[config.mk]
export PLATFORM = sky130hd
export DESIGN_NAME = mono_conf_seq
export DESIGN_NICKNAME = d
export VERILOG_FILES = /design/src/rtl/mono_conf_pkg.sv /design/src/rtl/mono_conf_tick.sv /design/src/rtl/mono_conf_seq.sv
export SDC_FILE = /design/constraint.sdc
export NUM_CORES = 1
export LEC_CHECK = 0
export BUFFER_PORTS_ARGS = -buffer_cell sky130_fd_sc_hd__buf_2
export CAP_MARGIN = 20
export CORE_MARGIN = 3
export CORE_UTILIZATION = 40
export DETAILED_ROUTE_END_ITERATION = 10
export PLACE_DENSITY = 0.69
export SLEW_MARGIN = 10
export SYNTH_ARGS = -nofsm -noshare
export SYNTH_HDL_FRONTEND = slang
export SYNTH_SLANG_ARGS = --single-unit
[constraint.sdc]
create_clock -name CLK -period 3.65 [get_ports CLK]
set_input_delay 0.365 -clock CLK [delete_from_list [all_inputs] [get_ports CLK]]
set_output_delay 0.365 -clock CLK [all_outputs]
set_load 0.005 [all_outputs]
[src/rtl/mono_conf_pkg.sv]
// Shared types and default constants for the MONOPIX configuration sequencer.
package mono_conf_pkg;

  localparam int unsigned MEM_AW_DEF    = 10;
  localparam int unsigned CNT_W_DEF     = 16;
  localparam int unsigned HALF_PER_DEF  = 4;
  localparam int unsigned LD_CYCLES_DEF = 4;

  localparam logic MODE_GLOBAL = 1'b0;
  localparam logic MODE_PIXEL  = 1'b1;

  typedef enum logic [2:0] {IDLE, CLR, FETCH, SHIFT, LOAD, FIN} state_t;

  // Sub-phases of LOAD: settle low, load pulse, trailing quiet time.
  typedef enum logic [1:0] {LD_PRE, LD_PULSE, LD_POST} ld_ph_t;

endpackage

[src/rtl/mono_conf_tick.sv]
// HALF_PER divider: strobes on the last cycle of each half period, phase-tagged.
module mono_conf_tick
  import mono_conf_pkg::*;
#(
  parameter int unsigned HALF_PER = HALF_PER_DEF
) (
  input  logic CLK,
  input  logic nRST,
  input  logic clr,
  output logic rise_c,
  output logic fall_c
);

  localparam int unsigned TW = (HALF_PER > 1) ? $clog2(HALF_PER) : 1;

  logic [TW-1:0] cnt;
  logic          phase;
  logic          tick_c;

  assign tick_c = (cnt == TW'(HALF_PER - 1)) && !clr;
  assign rise_c = tick_c && !phase;
  assign fall_c = tick_c && phase;

  always_ff @(posedge CLK or negedge nRST) begin
    if (!nRST) begin
      cnt   <= '0;
      phase <= 1'b0;
    end else if (clr) begin
      cnt   <= '0;
      phase <= 1'b0;
    end else if (tick_c) begin
      cnt   <= '0;
      phase <= ~phase;
    end else begin
      cnt <= cnt + TW'(1);
    end
  end

endmodule

[src/rtl/mono_conf_seq.sv]
// MONOPIX configuration chain sequencer: streams a byte buffer into SR_In/Clk_Conf, then LdDAC/LdPix.
// Optional SR_out capture into RB_* ports when MONO_CONF_READBACK_EN is defined.
module mono_conf_seq
  import mono_conf_pkg::*;
#(
  parameter int unsigned MEM_AW    = MEM_AW_DEF,
  parameter int unsigned CNT_W     = CNT_W_DEF,
  parameter int unsigned HALF_PER  = HALF_PER_DEF,
  parameter int unsigned LD_CYCLES = LD_CYCLES_DEF
) (
  input  logic              CLK,
  input  logic              nRST,
  input  logic              START,
  input  logic              MODE,
  input  logic              RST_FIRST,
  input  logic [CNT_W-1:0]  BIT_CNT,
  input  logic              HIT_EN,
  output logic              BUSY,
  output logic              DONE,
  output logic [MEM_AW-1:0] MEM_ADDR,
  output logic              MEM_RD,
  input  logic [7:0]        MEM_DATA,
  output logic              Clk_Conf,
  output logic              SR_In,
  input  logic              SR_out,
  output logic              LdDAC,
  output logic              LdPix,
  output logic              SR_RST,
  output logic              SR_EN
`ifdef MONO_CONF_READBACK_EN
  ,
  output logic              RB_WE,
  output logic [MEM_AW-1:0] RB_ADDR,
  output logic [7:0]        RB_DATA
`endif
);

  localparam int unsigned LCW = (LD_CYCLES > 1) ? $clog2(LD_CYCLES) : 1;

  state_t           state;
  ld_ph_t           ld_ph;
  logic             mode_q;
  logic [CNT_W-1:0] cnt_q;
  logic [CNT_W-1:0] bit_idx;
  logic [7:0]       byte_q;
  logic [7:0]       nxt_q;
  logic             cap_q;
  logic [LCW-1:0]   ld_cnt;

  logic             tick_clr_c;
  logic             rise_c;
  logic             fall_c;
  logic             last_bit_c;
  logic [CNT_W-1:0] nidx_c;
  logic [2:0]       npos_c;
  logic             pf_c;

  // Divider runs only in timed phases; idling it keeps every timed phase starting from zero.
  assign tick_clr_c = !((state == CLR) || (state == SHIFT) ||
                        ((state == LOAD) && (ld_ph != LD_PULSE)));

  mono_conf_tick #(.HALF_PER(HALF_PER)) u_tick (
    .CLK    (CLK),
    .nRST   (nRST),
    .clr    (tick_clr_c),
    .rise_c (rise_c),
    .fall_c (fall_c)
  );

  assign last_bit_c = (bit_idx == (cnt_q - CNT_W'(1)));
  assign nidx_c     = bit_idx + CNT_W'(1);
  assign npos_c     = nidx_c[2:0];
  // Prefetch the following byte as its predecessor's bit 7 starts.
  assign pf_c       = (npos_c == 3'd7) && ((nidx_c + CNT_W'(1)) < cnt_q);

  always_ff @(posedge CLK or negedge nRST) begin
    if (!nRST) begin
      state    <= IDLE;
      ld_ph    <= LD_PRE;
      mode_q   <= MODE_GLOBAL;
      cnt_q    <= '0;
      bit_idx  <= '0;
      byte_q   <= '0;
      nxt_q    <= '0;
      cap_q    <= 1'b0;
      ld_cnt   <= '0;
      BUSY     <= 1'b0;
      DONE     <= 1'b0;
      MEM_ADDR <= '0;
      MEM_RD   <= 1'b0;
      Clk_Conf <= 1'b0;
      SR_In    <= 1'b0;
      LdDAC    <= 1'b0;
      LdPix    <= 1'b0;
      SR_RST   <= 1'b0;
      SR_EN    <= 1'b0;
    end else begin
      MEM_RD <= 1'b0;
      DONE   <= 1'b0;
      SR_EN  <= 1'b0;
      cap_q  <= MEM_RD;
      case (state)
        IDLE: begin
          if (START) begin
            mode_q <= MODE;
            cnt_q  <= BIT_CNT;
            BUSY   <= 1'b1;
            if (RST_FIRST) begin
              state  <= CLR;
              SR_RST <= 1'b1;
            end else begin
              state    <= FETCH;
              MEM_RD   <= (BIT_CNT != '0);
              MEM_ADDR <= '0;
            end
          end else begin
            SR_EN <= HIT_EN;
          end
        end
        CLR: begin
          if (fall_c) begin
            SR_RST <= 1'b0;
          end else if (rise_c && !SR_RST) begin
            state    <= FETCH;
            MEM_RD   <= (cnt_q != '0);
            MEM_ADDR <= '0;
          end
        end
        FETCH: begin
          if (cnt_q == '0) begin
            state <= FIN;
            DONE  <= 1'b1;
            BUSY  <= 1'b0;
          end else if (cap_q) begin
            byte_q  <= MEM_DATA;
            SR_In   <= MEM_DATA[7];
            bit_idx <= '0;
            state   <= SHIFT;
          end
        end
        SHIFT: begin
          if (cap_q) begin
            nxt_q <= MEM_DATA;
          end
          if (rise_c) begin
            Clk_Conf <= 1'b1;
          end else if (fall_c) begin
            Clk_Conf <= 1'b0;
            if (last_bit_c) begin
              state <= LOAD;
              ld_ph <= LD_PRE;
            end else begin
              bit_idx <= nidx_c;
              if (npos_c == 3'd0) begin
                byte_q <= nxt_q;
                SR_In  <= nxt_q[7];
              end else begin
                SR_In <= byte_q[3'd7 - npos_c];
              end
              if (pf_c) begin
                MEM_RD   <= 1'b1;
                MEM_ADDR <= MEM_AW'((nidx_c + CNT_W'(1)) >> 3);
              end
            end
          end
        end
        LOAD: begin
          case (ld_ph)
            LD_PRE: begin
              if (rise_c) begin
                if (mode_q == MODE_PIXEL) LdPix <= 1'b1;
                else                      LdDAC <= 1'b1;
                ld_cnt <= '0;
                ld_ph  <= LD_PULSE;
              end
            end
            LD_PULSE: begin
              if (ld_cnt == LCW'(LD_CYCLES - 1)) begin
                LdDAC <= 1'b0;
                LdPix <= 1'b0;
                ld_ph <= LD_POST;
              end else begin
                ld_cnt <= ld_cnt + LCW'(1);
              end
            end
            default: begin
              if (rise_c) begin
                state <= FIN;
                DONE  <= 1'b1;
                BUSY  <= 1'b0;
              end
            end
          endcase
        end
        FIN: begin
          state <= IDLE;
          SR_EN <= HIT_EN;
        end
        default: state <= IDLE;
      endcase
    end
  end

`ifdef MONO_CONF_READBACK_EN
  logic [7:0] rb_acc;
  logic [7:0] rb_nxt_c;
  logic [2:0] pos_c;

  assign pos_c = bit_idx[2:0];

  // Byte being assembled with the current SR_out sample merged in, MSB first.
  always_comb begin
    rb_nxt_c = (pos_c == 3'd0) ? 8'h00 : rb_acc;
    rb_nxt_c[3'd7 - pos_c] = SR_out;
  end

  always_ff @(posedge CLK or negedge nRST) begin
    if (!nRST) begin
      rb_acc  <= '0;
      RB_WE   <= 1'b0;
      RB_ADDR <= '0;
      RB_DATA <= '0;
    end else begin
      RB_WE <= 1'b0;
      if ((state == SHIFT) && rise_c) begin
        rb_acc <= rb_nxt_c;
        if ((pos_c == 3'd7) || last_bit_c) begin
          RB_WE   <= 1'b1;
          RB_ADDR <= MEM_AW'(bit_idx >> 3);
          RB_DATA <= rb_nxt_c;
        end
      end
    end
  end
`else
  logic unused_sr_out;
  assign unused_sr_out = SR_out;
`endif

endmodule

==> results of run 1 <==
tightest hold or removal path, stage by stage:
cell	delay [ns]
sky130_fd_sc_hd__buf_2	0.09
sky130_fd_sc_hd__nand2_1	0.04
sky130_fd_sc_hd__o21ai_0	0.06
metrics by stage:
stage          setup WS [ns]     TNS [ns]  hold slack (ns)
3_5_place_dp         -0.1715       -1.624           0.3835
3_3_place_gp        -0.07102      -0.7271           0.3881
2_1_floorplan        0.05744            0          0.06941
4_1_cts          -0.00007816  -0.00007816           0.2368
6_report            -0.08419      -0.6294           0.2388
5_1_grt              -0.2657       -2.593           0.2545
kinds of logic after synthesis:
logic type / count (synthesis)
compound gates: 135
xor+xnor: 44
fa+ha+maj: 24
buf+inv: 65
flops: 79
mux: 19
simple gates: 205
how the worst max path moves through the flow:
| stage | start | to | slack [ns] | cells after the start |
|---|---|---|---|---|
| after floorplan | bit_idx[1]$_DFFE_PN0P_ | MEM_ADDR[8]$_DFFE_PN0P_ | 0.06 | 17 |
| after global placement | bit_idx[0]$_DFFE_PN0P_ | MEM_ADDR[9]$_DFFE_PN0P_ | -0.07 | 19 |
| after detailed placement | bit_idx[0]$_DFFE_PN0P_ | MEM_ADDR[5]$_DFFE_PN0P_ | -0.17 | 18 |
| after CTS | bit_idx[0]$_DFFE_PN0P_ | MEM_ADDR[5]$_DFFE_PN0P_ | -0.00008 | 19 |
| after global routing | bit_idx[0]$_DFFE_PN0P_ | MEM_ADDR[2]$_DFFE_PN0P_ | -0.27 | 18 |
| final | bit_idx[0]$_DFFE_PN0P_ | MEM_ADDR[9]$_DFFE_PN0P_ | -0.08 | 18 |
power by group through the flow:
stage               clock network (W)  registers [W]  logic (W)
global route                  0.00100        0.00139    0.00146
global placement                    0        0.00135    0.00119
finish                       0.000945        0.00136    0.00130
floorplan                           0        0.00125   0.000978
CTS                          0.000956        0.00135    0.00128
detailed placement                  0        0.00136    0.00124
routing by layer:
metal | GRT usage, % | part of all wire [%] | wire length [um] | vias to the layer above
met2 | 33.18 | 49 | 6771 | 157
met4 | 6.083 | 2.7 | 376 | 0
met5 | 0 | 0 | 0 | -
met3 | 4.131 | 5.8 | 805 | 32
met1 | 25.44 | 43 | 5922 | 2245
li1 | - | - | - | 2218
flip-flops by register name, summed over array words and instances (netlist names):
name          count
ld_cnt            2
u_tick.phase      1
DONE              1
BUSY              1
Clk_Conf          1
u_tick.cnt        2
ld_ph             2
mode_q            1
bit_idx          16
cap_q             1
LdDAC             1
nxt_q             8
cnt_q            16
MEM_RD            1
LdPix             1
MEM_ADDR         10
SR_In             1
SR_RST            1
state             3
SR_EN             1
byte_q            8
synth_stat cells (4+ instances only):
| library cell | number |
|---|---|
| sky130_fd_sc_hd__nand4_1 | 8 |
| sky130_fd_sc_hd__nor4_1 | 13 |
| sky130_fd_sc_hd__xnor2_1 | 33 |
| sky130_fd_sc_hd__buf_2 | 4 |
| sky130_fd_sc_hd__mux2i_1 | 5 |
| sky130_fd_sc_hd__dfrtp_1 | 79 |
| sky130_fd_sc_hd__and3_1 | 4 |
| sky130_fd_sc_hd__nor3_1 | 16 |
| sky130_fd_sc_hd__nor2_1 | 29 |
| sky130_fd_sc_hd__xor2_1 | 11 |
| sky130_fd_sc_hd__nand3_1 | 26 |
| sky130_fd_sc_hd__nand2b_1 | 7 |
| sky130_fd_sc_hd__a21oi_1 | 28 |
| sky130_fd_sc_hd__a31oi_1 | 10 |
| sky130_fd_sc_hd__ha_1 | 23 |
| sky130_fd_sc_hd__nor3b_1 | 5 |
| sky130_fd_sc_hd__mux2_2 | 12 |
| sky130_fd_sc_hd__o21ai_0 | 38 |
| sky130_fd_sc_hd__o211ai_1 | 4 |
| sky130_fd_sc_hd__nand2_1 | 66 |
| sky130_fd_sc_hd__clkbuf_1 | 20 |
| sky130_fd_sc_hd__inv_1 | 34 |
| sky130_fd_sc_hd__o21ai_1 | 4 |
| sky130_fd_sc_hd__and2_1 | 5 |
| sky130_fd_sc_hd__o22a_1 | 9 |
| sky130_fd_sc_hd__nor2b_1 | 8 |
| sky130_fd_sc_hd__a22o_1 | 14 |
area by class of cell:
cell class / instances / area share, %
Multi-Input combinational cell: 427 / 47.66
Sequential cell: 79 / 31.18
Timing Repair Buffer: 104 / 10.94
Clock buffer: 9 / 3.541
Tap cell: 168 / 3.304
Inverter: 34 / 2.006
Clock inverter: 7 / 1.377
repair_timing:
action                                  4_1_cts  5_1_grt
hold endpoints to repair                      0       23
pin swaps                                     7       21
endpoints found under the setup margin       11       11
gates cloned                                  1        0
hold buffers                                  0        1
gates resized for setup                      20       20
setup buffers                                 7        5
==> impl_metrics.py, run 1 <==
metrics = {
    "logic_synthesis": {
        "synthXorXnorAreaFrac_pct": 7.553,
        "synth.area.mux_share_pct": 4.512,
        "synth.yosys.warnings": 0,
        "post_synthesis_adder_cell_area_fraction_pct": 5.836,
        "synth-main-ff-cell": "sky130_fd_sc_hd__dfrtp_1",
        "synth_enable_flop_cells": 0,
        "synth_area_leaders": "sky130_fd_sc_hd__dfrtp_1 (39%), sky130_fd_sc_hd__xnor2_1 (5.7%), sky130_fd_sc_hd__ha_1 (5.6%), sky130_fd_sc_hd__nand2_1 (4.9%), sky130_fd_sc_hd__o21ai_0 (3.7%)",
        "synth_compound_gate_area_share_pct": 17.44,
        "most_area_hungry_cell_type_in_the_yosys_netlist": "sky130_fd_sc_hd__dfrtp_1",
        "synthesized_area_um2": 5102,
        "async_flop_share_pct": 100.0,
        "yosys_register_bits": 79,
        "synthCells": 571,
        "synthSimpleGateAreaFrac_pct": 20.45,
        "synth.lib_cells_used.distinct": 64,
        "syn_nets": 625,
        "synth_top_family_by_area": "simple AND/OR/NAND/NOR gates",
        "syn-mean-instance-area_um2": 8.936,
        "ys_seq_area_share_pct": 38.74,
        "synth_top_area_share_pct": 38.74,
    },
    "critical_path": {
        "reg2reg_to": "MEM_ADDR[9]$_DFFE_PN0P_",
        "timing.critical_path.arrival_ns": 3.96,
        "r2r_start": "bit_idx[0]$_DFFE_PN0P_",
        "critical_path.top_delay_family": "compound AO/OA/AOI/OAI gates",
        "worst_setup_path_start_kind": "register",
        "critPathRequiredTime_ns": 3.88,
        "critical_path.max_fanout": 5,
        "cp_cell_sequence": "ha_4 > ha_4 > nor3b_4 > nand2_1 > nor2_2 > o2111a_1 > nor2b_4 > o21ai_2 > xnor2_2 > ha_1 > nand2_1 > nor2_1 > a211oi_2 > o211ai_1 > a21oi_2 > o211ai_1 > buf_4 > a22o_1",
        "worst-r2r-cell-count": 18,
        "timing.critical_path.to_type": "register",
        "criticalPathCategory": "register to register",
        "timing.critical_path.buf_inv": 1,
        "worst_path_largest_cell_delay_ns": 0.45,
        "critPathSlowestCell": "sky130_fd_sc_hd__dfrtp_2",
        "rrSetupSlack_ns": -0.08,
    },
    "status": {
        "run_status": "finished, violations left",
        "violations_in_the_final_reports": "setup timing",
    },
    "power": {
        "pwr-share-seq_pct": 37.6,
        "power.net_switching_w": 0.001373,
        "cellInternalPower_w": 0.002230,
        "power.share.clock_pct": 26.2,
        "comb_power_share_pct": 36.1,
        "finalPower_w": 0.003603,
        "static-leakage-power_nw": 2.807,
        "vdd_ir_drop_max_uv": 470.0,
        "power_density_nw_per_um2": 566.4,
        "switching_share_pct": 38.11,
    },
    "sta": {
        "hold_viol": 0,
        "finalCritPeriodShare_pct": 102.3,
        "worstMarginPinSlew_ns": 0.8053,
        "setup_repair_after_global_routing_missed_its_margin": "yes",
        "slew_headroom_pct": 45.82,
        "postLayoutSetupSlackWorst_ns": -0.08419,
        "final-max-slew-violation-count": 0,
        "report.final.setup_viol": 10,
        "fmaxAchievable_mhz": 267.8,
        "tmin_final_ns": 3.734,
        "timing.clock.skew_ns": 0.007868,
    },
    "drt": {
        "drtAntennaViolNets": 0,
        "initialDrtViolationCount": 404,
        "via_per_inst": 5.618,
        "total_number_of_vias": 4652,
        "finalWirelength_um": 13880,
        "routed_wire_length_per_instance_um": 16.76,
        "drcViolationCount": 0,
        "firstDrtPassIters": 5,
    },
    "die": {
        "area_of_the_die_um2": 14150,
        "core.rowCount": 40,
        "fp.coreArea_um2": 12260,
        "die_w_um": 118.9,
        "dieHeight_um": 118.9,
        "floorplan.io_pins": 50,
        "initial_utilization_pct": 41.61,
    },
    "final_layout": {
        "drive_above_1_share_pct": 26.52,
        "filler_instances": 1108,
        "post-route-util_pct": 51.88,
        "area.sequential_um2": 1983,
        "synthToLayoutAreaGrowth_pct": 24.67,
        "layout.cells.non_filler": 828,
        "layout.nets": 709,
        "num_antenna_cells": 0,
        "layout_commonest_cell": "sky130_fd_sc_hd__dfrtp_1",
        "layout_common_cells": "sky130_fd_sc_hd__dfrtp_1 (74), sky130_fd_sc_hd__nand2_1 (66), sky130_fd_sc_hd__buf_4 (53)",
        "post-route-cell-area_um2": 6361,
        "multi_input_comb_area_um2": 3032,
    },
    "clocking": {
        "h_tree_depth_reported_by_cts": 3,
        "number_of_clock_sinks_seen_by_cts": 79,
        "clock-root-buffer": "sky130_fd_sc_hd__clkbuf_16",
        "cts_made_buffers": 9,
        "cts-root-to-sink-buffers": 2,
        "clk_transition_reported_paths_ns": 0.06,
        "worst_skew_pair.late_latency_ns": 0.35,
        "clock_tree_from_tritoncts": "built",
    },
    "placement": {
        "gp_routability_congestion": 0.8768,
        "numPlacedInstances": 797,
        "io_buffers": 48,
        "dpl-instance-area_um2": 5717,
        "detailedPlacementHpwl_um": 9804,
    },
    "global_route": {
        "grt_use_total_pct": 19.70,
        "pin_count_of_the_biggest_net_entering_global_routing": 80,
        "first_global_vias": 4643,
        "antenna_violations_before_repair": 0,
        "remaining_overflow_grt": 0,
        "grt_first_pass_wirelength_um": 22720,
    },
    "min_path": {
        "hold_path_end": "cnt_q[12]$_DFFE_PN0P_",
        "timing.hold.worst.start": "BIT_CNT[12]",
        "worst_hold_path.num_cells": 3,
        "hold_class": "input pin to register",
    },
    "flow_run": {
        "timing.max_cap.violations": 0,
    },
}
(Power assumes the default switching activity.)
==> run 2: changes to the inputs <==
Settings changed: ABC_AREA set to 1, PLACE_DENSITY 0.69 to 0.68.
==> run 2 against run 1 <==
Effect of this change: the flow now finishes without violations; register-to-register slack improved by 0.38 ns; setup slack gained 0.38 ns; design area grew 1.4%; die area rose by 11%; wire length fell by 3.0%; sequential share of layout area is 0.48 points lower; count of clock-buffer cells in the layout grew 1; non-clock buffer count is 45 lower; synthesized cell count rose by 40%.
==> impl_metrics.py, run 2 <==
metrics = {
    "clocking": {
        "cts_made_buffers": 9,
        "worst_skew_pair.late_latency_ns": 0.35,
        "clock_tree_from_tritoncts": "built",
        "clock-root-buffer": "sky130_fd_sc_hd__clkbuf_16",
        "holdBufCountCts": 0,
        "h_tree_depth_reported_by_cts": 3,
        "clk_transition_reported_paths_ns": 0.06,
        "number_of_clock_sinks_seen_by_cts": 79,
        "cts-root-to-sink-buffers": 2,
    },
    "critical_path": {
        "reg2reg_to": "MEM_ADDR[5]$_DFFE_PN0P_",
        "timing.critical_path.arrival_ns": 3.60,
        "r2r_start": "bit_idx[0]$_DFFE_PN0P_",
        "critical_path.max_fanout": 20,
        "cp_cell_sequence": "ha_2 > ha_1 > nand4_1 > inv_1 > nand2_1 > nor2_2 > nand2_1 > nor3_1 > nand3_1 > xor2_1 > ha_1 > nand2_1 > inv_1 > o21ai_0 > nand2_1 > a21oi_2 > nand3_2 > nand2_1 > nand3_2 > buf_12 > nand2_2 > o21ai_2",
        "critical_path.top_delay_family": "simple AND/OR/NAND/NOR gates",
        "worst_setup_path_start_kind": "register",
        "critPathRequiredTime_ns": 3.89,
        "worst-r2r-cell-count": 22,
        "worst_path_largest_cell_delay_ns": 0.43,
        "timing.critical_path.buf_inv": 3,
        "critPathSlowestCell": "sky130_fd_sc_hd__dfrtp_1",
        "critical_path.most_common_cell": "sky130_fd_sc_hd__nand2_1",
        "criticalPathCategory": "register to register",
        "timing.critical_path.to_type": "register",
        "rrSetupSlack_ns": 0.30,
    },
    "die": {
        "core.rowCount": 42,
        "dieHeight_um": 125.3,
        "die_w_um": 125.3,
        "fp.coreArea_um2": 13560,
        "area_of_the_die_um2": 15690,
        "initial_utilization_pct": 41.96,
        "floorplan.io_pins": 50,
    },
    "sta": {
        "postLayoutSetupSlackWorst_ns": 0.2950,
        "finalCritPeriodShare_pct": 91.92,
        "worstMarginPinSlew_ns": 0.9312,
        "report.final.setup_viol": 0,
        "hold_viol": 0,
        "fmaxAchievable_mhz": 298.1,
        "final-max-slew-violation-count": 0,
        "timing.clock.skew_ns": 0.005577,
        "slew_headroom_pct": 37.77,
        "tmin_final_ns": 3.355,
    },
    "placement": {
        "io_buffers": 48,
        "post-place-ws_ns": 0.1718,
        "gp_routability_congestion": 0.8668,
        "detailedPlacementHpwl_um": 10440,
    },
    "final_layout": {
        "post-route-util_pct": 47.55,
        "layout_common_cells": "sky130_fd_sc_hd__nand2_1 (211), sky130_fd_sc_hd__inv_1 (110), sky130_fd_sc_hd__dfrtp_1 (77)",
        "layout.nets": 906,
        "layout_commonest_cell": "sky130_fd_sc_hd__nand2_1",
        "synthToLayoutAreaGrowth_pct": 13.33,
        "filler_instances": 1415,
        "drive_above_1_share_pct": 20.30,
        "largestRegisters": "bit_idx (16), cnt_q (16), MEM_ADDR (10)",
        "num_antenna_cells": 0,
    },
    "global_route": {
        "grt_use_total_pct": 17.69,
        "first_global_vias": 4737,
        "remaining_overflow_grt": 0,
        "pin_count_of_the_biggest_net_entering_global_routing": 65,
        "grt_first_pass_wirelength_um": 22700,
        "antenna_violations_before_repair": 0,
    },
    "drt": {
        "initialDrtViolationCount": 241,
        "firstDrtPassIters": 4,
        "drtAntennaViolNets": 0,
        "total_number_of_vias": 5039,
        "drcViolationCount": 0,
        "routed_wire_length_per_instance_um": 13.03,
        "via_per_inst": 4.878,
        "finalWirelength_um": 13460,
    },
    "logic_synthesis": {
        "synth_top_area_share_pct": 34.75,
        "most_frequent_cell_after_synthesis": "sky130_fd_sc_hd__nand2_1",
        "synth_enable_flop_cells": 0,
        "synth.lib_cells_used.distinct": 42,
        "most_area_hungry_cell_type_in_the_yosys_netlist": "sky130_fd_sc_hd__dfrtp_1",
        "synth-main-ff-cell": "sky130_fd_sc_hd__dfrtp_1",
        "synth.cells.most_frequent": "sky130_fd_sc_hd__nand2_1 (211), sky130_fd_sc_hd__inv_1 (110), sky130_fd_sc_hd__dfrtp_1 (79), sky130_fd_sc_hd__nor2_1 (74), sky130_fd_sc_hd__o21ai_0 (47)",
        "yosys_register_bits": 79,
        "ys_seq_area_share_pct": 34.75,
        "syn_nets": 851,
        "synth_area_leaders": "sky130_fd_sc_hd__dfrtp_1 (35%), sky130_fd_sc_hd__nand2_1 (14%), sky130_fd_sc_hd__inv_1 (7.3%), sky130_fd_sc_hd__ha_1 (5.1%), sky130_fd_sc_hd__nor2_1 (4.9%)",
        "syn-mean-instance-area_um2": 7.138,
        "synth.yosys.warnings": 0,
        "async_flop_share_pct": 100.0,
        "synthCells": 797,
        "synthesized_area_um2": 5689,
    },
    "status": {
        "run_status": "complete, no violations",
    },
    "min_path": {
        "hold_class": "input pin to asynchronous set/reset pin",
    },
    "power": {
        "power_density_nw_per_um2": 662.5,
        "finalPower_w": 0.004271,
        "vdd_ir_drop_max_uv": 506.4,
        "static-leakage-power_nw": 3.328,
    },
    "flow_run": {
        "timing.max_cap.violations": 0,
    },
}
[run 2: metrics by stage]
step                      hold slack (ns)  cell area, um2   TNS (ns)  std cells
after floorplan                   0.06941            5689          0        797
after global placement             0.3797            6126          0       1016
after detailed placement           0.3688            6126          0       1016
after CTS                          0.1415            6409          0       1032
after global routing               0.1694            6447  -0.003134       1033
final                             0.09682            6447          0       1033
[run 2: area by class of cell]
| class | count | area, um2 | area share, % |
|---|---|---|---|
| timing repair buffer | 59 | 337.8 | 5.240 |
| multi-input combinational | 583 | 3177 | 49.27 |
| clock inverter | 6 | 43.79 | 0.6792 |
| sequential | 79 | 1979 | 30.70 |
| inverter | 120 | 450.4 | 6.986 |
| clock buffer | 10 | 239.0 | 3.707 |
| tap | 176 | 220.2 | 3.415 |
[run 2: worst max path at each step]
| stage | from | end | depth (start not counted) |
|---|---|---|---|
| floorplan | bit_idx[0]$_DFFE_PN0P_ | MEM_ADDR[9]$_DFFE_PN0P_ | 25 |
| global placement | bit_idx[1]$_DFFE_PN0P_ | MEM_ADDR[9]$_DFFE_PN0P_ | 22 |
| detailed placement | bit_idx[1]$_DFFE_PN0P_ | MEM_ADDR[1]$_DFFE_PN0P_ | 22 |
| CTS | bit_idx[1]$_DFFE_PN0P_ | MEM_ADDR[6]$_DFFE_PN0P_ | 22 |
| global route | bit_idx[0]$_DFFE_PN0P_ | MEM_ADDR[3]$_DFFE_PN0P_ | 22 |
| finish | bit_idx[0]$_DFFE_PN0P_ | MEM_ADDR[5]$_DFFE_PN0P_ | 22 |
[run 2: power by group]
| part | internal [W] | switching [W] |
|---|---|---|
| logic | 0.000721 | 0.00133 |
| registers | 0.00113 | 0.000228 |
| clock network | 0.000481 | 0.000382 |
| total | 0.00234 | 0.00193 |
[run 2: what timing repair did]
item / 4_1_cts / 5_1_grt
buffers inserted: 0 / 1
resized for setup: 0 / 9
endpoints found under the setup margin: 0 / 10
[run 2: routing by layer]
layer	wire, um	global-route usage [%]
met3	532	4.691
met2	6427	29.36
met5	0	0
met1	6251	22.90
met4	246	4.847
[run 2: logic make-up after synthesis]
kind of cell / Yosys count / synth area share [%]
AND/OR/NAND/NOR: 430 / 35.34
buffers and inverters: 135 / 9.919
AO/OA/AOI/OAI: 102 / 10.58
flip-flops: 79 / 34.75
XOR/XNOR: 27 / 4.157
adder cells (fa/ha/maj): 23 / 5.058
multiplexers: 1 / 0.1979
